`src/rtl/mem_wb_register_pkg.sv`:
```
// Shared encodings for the MEM/WB boundary: load sizes, stage FSM states and
// the load misalignment rule, reused by the other pipeline stages.
package mem_wb_register_pkg;

  localparam logic [1:0] LS_BYTE = 2'b00;
  localparam logic [1:0] LS_HALF = 2'b01;
  localparam logic [1:0] LS_RSVD = 2'b10;
  localparam logic [1:0] LS_WORD = 2'b11;

  typedef enum logic {
    ST_RUN    = 1'b0,
    ST_HALTED = 1'b1
  } state_e;

  // The reserved size code behaves as a word access, so it must be word aligned.
  function automatic logic is_misaligned(input logic [1:0] size, input logic [1:0] offset);
    logic mis;
    mis = 1'b0;
    case (size)
      LS_BYTE: mis = 1'b0;
      LS_HALF: mis = offset[0];
      default: mis = (offset != 2'b00);
    endcase
    return mis;
  endfunction

endpackage

```
`src/rtl/mem_wb_register_load_align_ext.sv`:
```
// Combinational load-data lane extraction and sign/zero extension.
// A misaligned access passes the raw word through untouched.
module load_align_ext
  import mem_wb_register_pkg::*;
#(
  parameter int NBITS = 32
) (
  input  logic [NBITS-1:0] i_raw,
  input  logic [1:0]       i_offset,
  input  logic [1:0]       i_size,
  input  logic             i_unsigned,
  output logic [NBITS-1:0] o_data,
  output logic             o_misaligned
);

  logic [7:0]  byte_sel;
  logic [15:0] half_sel;

  always_comb begin
    byte_sel = 8'h00;
    case (i_offset)
      2'd0: byte_sel = i_raw[7:0];
      2'd1: byte_sel = i_raw[15:8];
      2'd2: byte_sel = i_raw[23:16];
      2'd3: byte_sel = i_raw[31:24];
      default: byte_sel = 8'h00;
    endcase
  end

  assign half_sel = i_offset[1] ? i_raw[31:16] : i_raw[15:0];

  always_comb begin
    o_misaligned = is_misaligned(i_size, i_offset);
    o_data       = i_raw;
    case (i_size)
      LS_BYTE: begin
        if (i_unsigned) o_data = {{(NBITS-8){1'b0}}, byte_sel};
        else            o_data = {{(NBITS-8){byte_sel[7]}}, byte_sel};
      end
      LS_HALF: begin
        if (i_unsigned) o_data = {{(NBITS-16){1'b0}}, half_sel};
        else            o_data = {{(NBITS-16){half_sel[15]}}, half_sel};
      end
      default: o_data = i_raw;
    endcase
    if (o_misaligned) o_data = i_raw;
  end

endmodule

```
`src/rtl/mem_wb_register.sv`:
```
// MEM/WB pipeline register: load alignment, write-back data select, stall/flush,
// sticky HALT state and retired-instruction counter.
module mem_wb_register
  import mem_wb_register_pkg::*;
#(
  parameter int NBITS     = 32,
  parameter int NREG_BITS = 5,
  parameter int CNT_BITS  = 32
) (
  input  logic                 i_clk,
  input  logic                 i_reset,
  input  logic                 i_stall,
  input  logic                 i_flush,
  input  logic                 i_valid,
  input  logic [NBITS-1:0]     i_alu_result,
  input  logic [NBITS-1:0]     i_mem_rdata,
  input  logic [NBITS-1:0]     i_pc_8,
  input  logic [NREG_BITS-1:0] i_rd_addr,
  input  logic                 i_reg_write,
  input  logic                 i_mem_to_reg,
  input  logic [1:0]           i_load_size,
  input  logic                 i_load_unsigned,
  input  logic                 i_jal,
  input  logic                 i_halt,
  output logic [NBITS-1:0]     o_mem_data,
  output logic [NBITS-1:0]     o_pc_8,
  output logic                 o_jal,
  output logic [NREG_BITS-1:0] o_rd_addr,
  output logic                 o_reg_write,
  output logic                 o_valid,
  output logic                 o_misaligned,
  output logic                 o_halt,
  output logic [CNT_BITS-1:0]  o_retired,
  output state_e               o_state
);

  state_e               state_q, state_d;
  logic [NBITS-1:0]     mem_data_q, mem_data_d;
  logic [NBITS-1:0]     pc_8_q, pc_8_d;
  logic                 jal_q, jal_d;
  logic [NREG_BITS-1:0] rd_q, rd_d;
  logic                 reg_write_q, reg_write_d;
  logic                 valid_q, valid_d;
  logic                 mis_q, mis_d;
  logic [CNT_BITS-1:0]  retired_q, retired_d;

  logic [NBITS-1:0] load_data;
  logic             align_mis;
  logic             load_mis;
  logic             capture;

  load_align_ext #(
    .NBITS(NBITS)
  ) u_align (
    .i_raw        (i_mem_rdata),
    .i_offset     (i_alu_result[1:0]),
    .i_size       (i_load_size),
    .i_unsigned   (i_load_unsigned),
    .o_data       (load_data),
    .o_misaligned (align_mis)
  );

  // Only loads can be misaligned; ALU results carry arbitrary low bits.
  assign load_mis = i_mem_to_reg & align_mis;
  assign capture  = ~i_stall & ~i_flush & i_valid & (state_q == ST_RUN);

  always_comb begin
    state_d     = state_q;
    mem_data_d  = mem_data_q;
    pc_8_d      = pc_8_q;
    jal_d       = jal_q;
    rd_d        = rd_q;
    reg_write_d = reg_write_q;
    valid_d     = valid_q;
    mis_d       = mis_q;
    retired_d   = retired_q;
    if (!i_stall) begin
      // Bubble by default; data/address fields keep their old contents.
      valid_d     = 1'b0;
      reg_write_d = 1'b0;
      jal_d       = 1'b0;
      mis_d       = 1'b0;
      if (capture) begin
        mem_data_d  = i_mem_to_reg ? load_data : i_alu_result;
        pc_8_d      = i_pc_8;
        jal_d       = i_jal;
        rd_d        = i_rd_addr;
        reg_write_d = i_reg_write & (i_rd_addr != '0) & ~load_mis;
        valid_d     = 1'b1;
        mis_d       = load_mis;
        retired_d   = retired_q + CNT_BITS'(1);
        if (i_halt) state_d = ST_HALTED;
      end
    end
  end

  always_ff @(posedge i_clk) begin
    if (i_reset) begin
      state_q     <= ST_RUN;
      mem_data_q  <= '0;
      pc_8_q      <= '0;
      jal_q       <= 1'b0;
      rd_q        <= '0;
      reg_write_q <= 1'b0;
      valid_q     <= 1'b0;
      mis_q       <= 1'b0;
      retired_q   <= '0;
    end else begin
      state_q     <= state_d;
      mem_data_q  <= mem_data_d;
      pc_8_q      <= pc_8_d;
      jal_q       <= jal_d;
      rd_q        <= rd_d;
      reg_write_q <= reg_write_d;
      valid_q     <= valid_d;
      mis_q       <= mis_d;
      retired_q   <= retired_d;
    end
  end

  assign o_mem_data   = mem_data_q;
  assign o_pc_8       = pc_8_q;
  assign o_jal        = jal_q;
  assign o_rd_addr    = rd_q;
  assign o_reg_write  = reg_write_q;
  assign o_valid      = valid_q;
  assign o_misaligned = mis_q;
  assign o_halt       = (state_q == ST_HALTED);
  assign o_retired    = retired_q;
  assign o_state      = state_q;

endmodule

```
`config.mk`:
```
export PLATFORM = sky130hd
export DESIGN_NAME = mem_wb_register
export DESIGN_NICKNAME = d
export VERILOG_FILES = /design/src/rtl/mem_wb_register_pkg.sv /design/src/rtl/mem_wb_register_load_align_ext.sv /design/src/rtl/mem_wb_register.sv
export SDC_FILE = /design/constraint.sdc
export NUM_CORES = 1
export LEC_CHECK = 0
export ABC_CLOCK_PERIOD_IN_PS = 3800
export CORE_MARGIN = 5
export CORE_UTILIZATION = 46
export CTS_BUF_LIST = sky130_fd_sc_hd__clkbuf_16
export DETAILED_ROUTE_END_ITERATION = 8
export PLACE_DENSITY = 0.91
export SLEW_MARGIN = 10
export SYNTH_ARGS = -nofsm -noshare
export SYNTH_HDL_FRONTEND = slang
export SYNTH_HIERARCHICAL = 1
export SYNTH_SLANG_ARGS = --single-unit
```
`constraint.sdc`:
```
create_clock -name i_clk -period 3.8 [get_ports i_clk]
set_clock_uncertainty 0.15 [all_clocks]
set_input_delay 0.76 -clock i_clk [delete_from_list [all_inputs] [get_ports i_clk]]
set_output_delay 0.76 -clock i_clk [all_outputs]
set_load 0.02 [all_outputs]
```
==> metrics.csv, run 1 <==
stage,metric,value,unit
sta,Final Hold Vio Count,0,
clock_network,H-tree depth,3,
synth,XOR/XNOR share of the synthesized area,1.36,%
synth,mux cell area share after synthesis,7.75,%
pwr,switching power total,0.686,mW
synth,Mapped Avg Cell Area,8.10,um2
critical_path,Worst setup SP type,primary input,
sta,Final WS setup,0.563,ns
sta,RSZ-0062 raised after global routing,no,
synth,largest family of logic cells by synthesized area,compound AO/OA/AOI/OAI gates,
synth,"Cell Area, Synth",0.00513,mm2
pwr,Pleak,2.61,nW
run_status,run status,"finished, final reports clean",
critical_path,R2R Setup Slk,1.05,ns
pwr,Clk pwr share,34.8,%
critical_path,"CP delay by family, top",simple AND/OR/NAND/NOR gates,
critical_path,crit path max fanout,10,
synth,Synth Area in Compound Gates,22.1,%
critical_path,most used cell along the critical path,or4_1,
clock_network,CTS Sinks,106,
critical_path,R2R Path Start,o_halt$_SDFFE_PP0P_,
global_routing,initial antenna violation count,0,
critical_path,Crit path buffers/inverters,2,
min_path,hold path endpoint,o_pc_8[1]$_SDFFE_PP0P_,
clock_network,Post-CTS Setup Bufs,0,
critical_path,worst reg2reg path depth,5,
layout,growth of design area from synthesis to finish,48.7,%
min_path,Hold Path Stages,2,
critical_path,crit end category,register,
placement,routability cong.,0.944,
route,Routed WL,17800,um
synth,post-synthesis adder-cell area fraction,0.244,%
route,Via-to-Cell Ratio,5.70,
clock_network,clock latency on the worst-skew pair,0.34,ns
clock_network,CTS resizes,0,
floorplanning,core box area,0.0109,mm2
critical_path,Worst Path Required,3.91,ns
critical_path,worst path cell trace,clkdlybuf4s50_1 > or4b_1 > buf_4 > or4_1 > or4_1 > a21oi_1,
clock_network,CTS root buffer,clkbuf_16,
route,WL/cell,18.4,um
global_routing,gr usage total,25.9,%
floorplanning,die height,116,um
placement,pre-CTS setup slack,0.234,ns
critical_path,Worst R2R End,o_retired[19]$_SDFFE_PP0P_,
sta,period utilization,85.2,%
sta,"Slew Viols, Final",0,
route,initial drt markers,464,
critical_path,Worst path max stage delay,0.67,ns
synth,Async SR Flop Fraction,0,%
clock_network,clock slew at reported path FFs,0.07,ns
run,max-cap viol count,0,
route,DRC,0,
layout,most frequent cells in the layout,"clkdlybuf4s50_1 (217), nand2_1 (110), dfxtp_1 (106)",
clock_network,CTS tree,yes,
clock_network,CTS Buf Count,9,
synth,"Seq/Total Area, Yosys",41.3,%
synth,"Warnings, synthesis",6,
layout,share of cells above drive strength 1,5.67,%
pwr,Sequential Power Share,46.2,%
pwr,Pwr Density,330,mW/mm2
floorplanning,Die X,116,um
pwr,sw frac,27.3,%
sta,FMAX,0.309,GHz
floorplanning,Die Area,0.0134,mm2
placement,HPWL Detailed,13200,um
synth,Synth cell types,47,
pwr,Logic pwr share,19.0,%
synth,number of flops mapped to enable cells by yosys,0,
critical_path,crit path DAT,3.35,ns
pwr,Int Pwr,1.83,mW
global_routing,vias in the first global route,5439,
synth,Synth Area in Simple Gates,22.0,%
pwr,peak supply drop,0.196,mV
route,post-route ant nets,0,
layout,"commonest non-fill, non-tap cell in the layout",clkdlybuf4s50_1,
sta,final setup violating endpoints,0,
global_routing,global-route wire length before repair,27800,um
synth,top_reg_cell synth,dfxtp_1,
sta,max_slew headroom,25.5,%
min_path,Hold Startpoint,o_pc_8[1]$_SDFFE_PP0P_,
critical_path,"Max stage delay cell, worst path",or4_1,
synth,Post-Syn Instances,634,
floorplanning,row count,38,
sta,Slew @ Worst Pin,1.12,ns
placement,buffers added on ports,219,
route,Vias,5528,
clock_network,CTS max path bufs,2,
sta,setup TNS,0,ns
min_path,worst min path class,register to register,
global_routing,grt ovf,0,
floorplanning,IO Pins,220,
layout,final net count,938,
sta,Final Critical Period,3.24,ns
floorplanning,Initial Utilization,47.2,%
critical_path,kind of critical path,primary input to register,
synth,#FFs+latches synth,106,
clock_network,hold-fix buffers at CTS,0,
route,DRT Pass-1 Iters,7,
global_routing,largest net degree at the start of global routing,107,
layout,ANT cells,0,
synth,Synth Net Count,748,
## power groups by stage
stage | Combinational, mW | Sequential (mW) | Clock [mW]
floorplan | 0.191 | 1.23 | 0
global placement | 0.468 | 1.19 | 0
detailed placement | 0.475 | 1.19 | 0
CTS | 0.478 | 1.16 | 0.881
global route | 0.513 | 1.17 | 0.930
finish | 0.480 | 1.16 | 0.875
## tightest hold or removal path, cell delays in order (launching register included)
cell,delay [ns]
dfxtp_1,0.31
nand2_1,0.05
a21oi_1,0.05
## layer usage
metal  up-vias  global-route usage, %  part of all wire (%)
met2       283                   45.7                    50
li1       2655                      -                     -
met3        25                   7.68                   9.3
met5         -                      0                     0
met1      2565                   30.8                    39
met4         0                   7.35                   1.6
## synthesized netlist by cell type (7+ instances only)
| master | count | share of area [%] |
|---|---|---|
| nand2_1 | 110 | 8.0 |
| o21ai_0 | 11 | 1.1 |
| o31ai_1 | 17 | 2.5 |
| a21oi_1 | 97 | 9.5 |
| or3_1 | 9 | 1.1 |
| a211oi_1 | 32 | 4.7 |
| clkbuf_1 | 42 | 3.1 |
| dfxtp_1 | 106 | 41 |
| nor2_1 | 56 | 4.1 |
| mux2i_1 | 33 | 6.4 |
| inv_1 | 7 | 0.51 |
| nand4_1 | 10 | 1.2 |
| nand3_1 | 9 | 0.88 |
| or4_1 | 21 | 3.1 |
## layout make-up
cell class	instances	area (um2)
multi-input cells	467	2750
clock inverters	7	45.0
repair buffers	233	2290
fillers	841	3250
flip-flops and latches	106	2120
inverters	7	26.3
well taps	140	175
clock buffers	9	225
## per-stage QoR
step | hold slack, ns | instances | power, mW | instance area [um2] | util, %
floorplan | 0.385 | 634 | 1.42 | 5130 | -
global placement | 0.290 | 953 | 1.65 | 7360 | 67.6
detailed placement | 0.298 | 953 | 1.66 | 7360 | 67.6
CTS | 0.307 | 969 | 2.52 | 7630 | 70.1
global route | 0.320 | 969 | 2.61 | 7630 | 70.1
finish | 0.305 | 969 | 2.52 | 7630 | 70.1
## worst max-delay path by stage
stage                                            end  slack, ns     from  cells past startpoint
after floorplan           o_retired[31]$_SDFFE_PP0P_       1.00  i_stall                      5
after global placement    o_retired[31]$_SDFFE_PP0P_       0.29  i_stall                      5
after detailed placement  o_retired[24]$_SDFFE_PP0P_       0.23  i_stall                      5
after CTS                 o_retired[24]$_SDFFE_PP0P_       0.58  i_stall                      5
after global routing      o_retired[24]$_SDFFE_PP0P_       0.45  i_stall                      5
final                     o_retired[19]$_SDFFE_PP0P_       0.56  i_stall                      6
## cells by family (layout without fill, tap and decap cells)
family          count (synthesis)  count (layout)
compound gates                181             181
xor+xnor                        8               8
fa+ha+maj                       1               1
buf+inv                        61             256
flops                         106             106
mux                            39              39
simple gates                  238             238
## registers in the layout, summed over array words and instances (netlist names)
name,count
o_jal,1
o_pc_8,32
o_retired,32
o_rd_addr,5
o_valid,1
o_halt,1
o_mem_data,32
o_reg_write,1
o_misaligned,1
Power figures use the tool's default switching activity.
==> run 2, diff against run 1 <==
- CTS_CLUSTER_DIAMETER: unset -> 50
- GPL_TIMING_DRIVEN: unset -> 0
==> run 2 against run 1 <==
  * Non-clock buffer count grew 38
  * Sequential share of layout area fell by 0.45 points
  * Worst hold slack worse by 0.0017 ns
  * Register-to-register slack better by 0.15 ns
  * Critical path depth stayed put
  * Total power up 0.79%
  * Flip-flop and latch count unchanged
  * Wire length barely moved
  * Combinational power rose by 1%
  * Die area is the same
  * Sequential power about the same
  * Fmax decreased by 0.86%
  * Critical path type unchanged
==> metrics.csv, run 2 (synthesis results as in run 1) <==
stage,metric,value,unit,change
layout,most frequent cells in the layout,"clkdlybuf4s50_1 (217), nand2_1 (110), dfxtp_1 (106)",,unchanged
pwr,Pleak,2.64,nW,was 2.61 nW
floorplanning,IO Pins,220,,unchanged
sta,RSZ-0062 raised after global routing,no,,unchanged
sta,setup TNS,0,ns,unchanged
critical_path,crit path max fanout,10,,unchanged
route,Met2 Wirelength,8680,um,was 8880 um
floorplanning,core box area,0.0109,mm2,unchanged
sta,Final Hold Vio Count,0,,unchanged
floorplanning,Die Area,0.0134,mm2,unchanged
layout,growth of design area from synthesis to finish,51.2,%,was 48.7%
global_routing,gr usage total,25.5,%,was 25.9%
critical_path,crit path DAT,3.38,ns,was 3.35 ns
run_status,run status,"finished, final reports clean",,unchanged
route,Routed WL,17800,um,about the same
placement,buffers added on ports,217,,was 219
layout,"commonest non-fill, non-tap cell in the layout",clkdlybuf4s50_1,,unchanged
critical_path,Worst setup SP type,primary input,,unchanged
sta,Slew @ Worst Pin,0.791,ns,was 1.12 ns
placement,pre-CTS setup slack,0.102,ns,was 0.234 ns
sta,max_slew headroom,47.3,%,was 25.5%
clock_network,H-tree depth,3,,unchanged
clock_network,CTS Buf Count,9,,unchanged
route,WL/cell,17.7,um,was 18.4 um
clock_network,Post-CTS Setup Bufs,0,,unchanged
sta,Final WS setup,0.535,ns,was 0.563 ns
layout,ANT cells,0,,unchanged
clock_network,hold-fix buffers at CTS,0,,unchanged
global_routing,global-route wire length before repair,27200,um,was 27800 um
placement,routability cong.,0.949,,was 0.944
floorplanning,Initial Utilization,47.2,%,unchanged
min_path,worst min path class,register to register,,unchanged
pwr,Pwr Density,327,mW/mm2,was 330 mW/mm2
clock_network,CTS root buffer,clkbuf_16,,unchanged
sta,Final Hold Slack,0.304,ns,was 0.305 ns
clock_network,CTS Sinks,106,,unchanged
placement,HPWL Detailed,13800,um,was 13200 um
floorplanning,die height,116,um,unchanged
clock_network,CTS max path bufs,2,,unchanged
sta,period utilization,85.9,%,was 85.2%
critical_path,Worst Path Required,3.91,ns,about the same
global_routing,grt ovf,0,,unchanged
route,Vias,5654,,was 5528
route,met3 wire length,1850,um,was 1660 um
route,Via-to-Cell Ratio,5.61,,was 5.70
critical_path,R2R Setup Slk,1.20,ns,was 1.05 ns
route,initial drt markers,530,,was 464
floorplanning,Die X,116,um,unchanged
route,DRT Pass-1 Iters,5,,was 7
layout,# fillers,876,,was 841
clock_network,clock latency on the worst-skew pair,0.33,ns,was 0.34 ns
route,DRC,0,,unchanged
layout,final net count,976,,was 938
pwr,peak supply drop,0.282,mV,was 0.196 mV
layout,share of cells above drive strength 1,4.61,%,was 5.67%
critical_path,kind of critical path,primary input to register,,unchanged
run,max-cap viol count,0,,unchanged
route,top layer in use,met4,,unchanged
sta,"Slew Viols, Final",0,,unchanged
placement,Cells after DPL,991,,was 953
global_routing,vias in the first global route,5321,,was 5439
sta,FMAX,0.306,GHz,was 0.309 GHz
clock_network,clock slew at reported path FFs,0.07,ns,about the same
clock_network,CTS resizes,0,,unchanged
critical_path,crit end category,register,,unchanged
sta,Final Critical Period,3.27,ns,was 3.24 ns
route,post-route ant nets,0,,unchanged
global_routing,initial antenna violation count,0,,unchanged
layout,end-of-flow core utilization,71.3,%,was 70.1%
route,met1 wire length,6810,um,was 6980 um
global_routing,largest net degree at the start of global routing,19,,was 107
sta,final setup violating endpoints,0,,unchanged
layout,fin cells,1007,,was 969
floorplanning,row count,38,,unchanged
clock_network,CTS tree,yes,,unchanged
## run 2: changes by cell type in the layout (fill, tap and decap cells not counted), sizes merged
| cell | delta |
|---|---|
| clkbuf | +43 |
| buf | -5 |
| clkinv | +2 |
| clkinvlp | -1 |
| inv | -1 |
## run 2: layer usage
| metal | vias to the layer above | GRT usage, % |
|---|---|---|
| met4 | 0 | 9.05 |
| met5 | - | 0 |
| met2 | 306 | 42.9 |
| li1 | 2728 | - |
| met1 | 2590 | 31.3 |
| met3 | 30 | 7.36 |
## run 2: layout make-up
type                       instances  area (um2)  area share (%)
buffer                            54         241            3.11
clock buffer                       9         225            2.90
clock inverter                     7        53.8           0.693
inverter                           7        26.3           0.339
multi-input combinational        467        2740            35.4
sequential                       106        2120            27.3
tap                              140         175            2.26
timing repair buffer             217        2170            28.0
## run 2: power by group
part	switching, mW	internal, mW	leakage [nW]
sequential	0.0183	1.14	0.861
combinational	0.240	0.246	1.64
clock	0.439	0.450	0.135
total	0.698	1.84	2.64
## run 2: worst max-delay path, cell delays in order
cell and delay [ns]:
clkdlybuf4s50_1 0.53, nor4b_1 0.70, clkbuf_1 0.50, clkbuf_1 0.49, o2111ai_1 0.22, a21oi_1 0.17
## run 2: worst paths after layout
path	start	to	depth (start not counted)
setup / recovery	i_stall	o_reg_write$_SDFFE_PP0N_	6
hold / removal	o_pc_8[22]$_SDFFE_PP0P_	o_pc_8[22]$_SDFFE_PP0P_	2
setup reg to reg	o_halt$_SDFFE_PP0P_	o_reg_write$_SDFFE_PP0N_	5
hold reg to reg	o_pc_8[22]$_SDFFE_PP0P_	o_pc_8[22]$_SDFFE_PP0P_	2
## run 2: metrics by stage
stage / cell area, um2 / total power, mW
detailed placement: 7480 / 1.67
floorplan: 5130 / 1.42
global placement: 7480 / 1.66
finish: 7760 / 2.54
CTS: 7760 / 2.55
global route: 7760 / 2.63
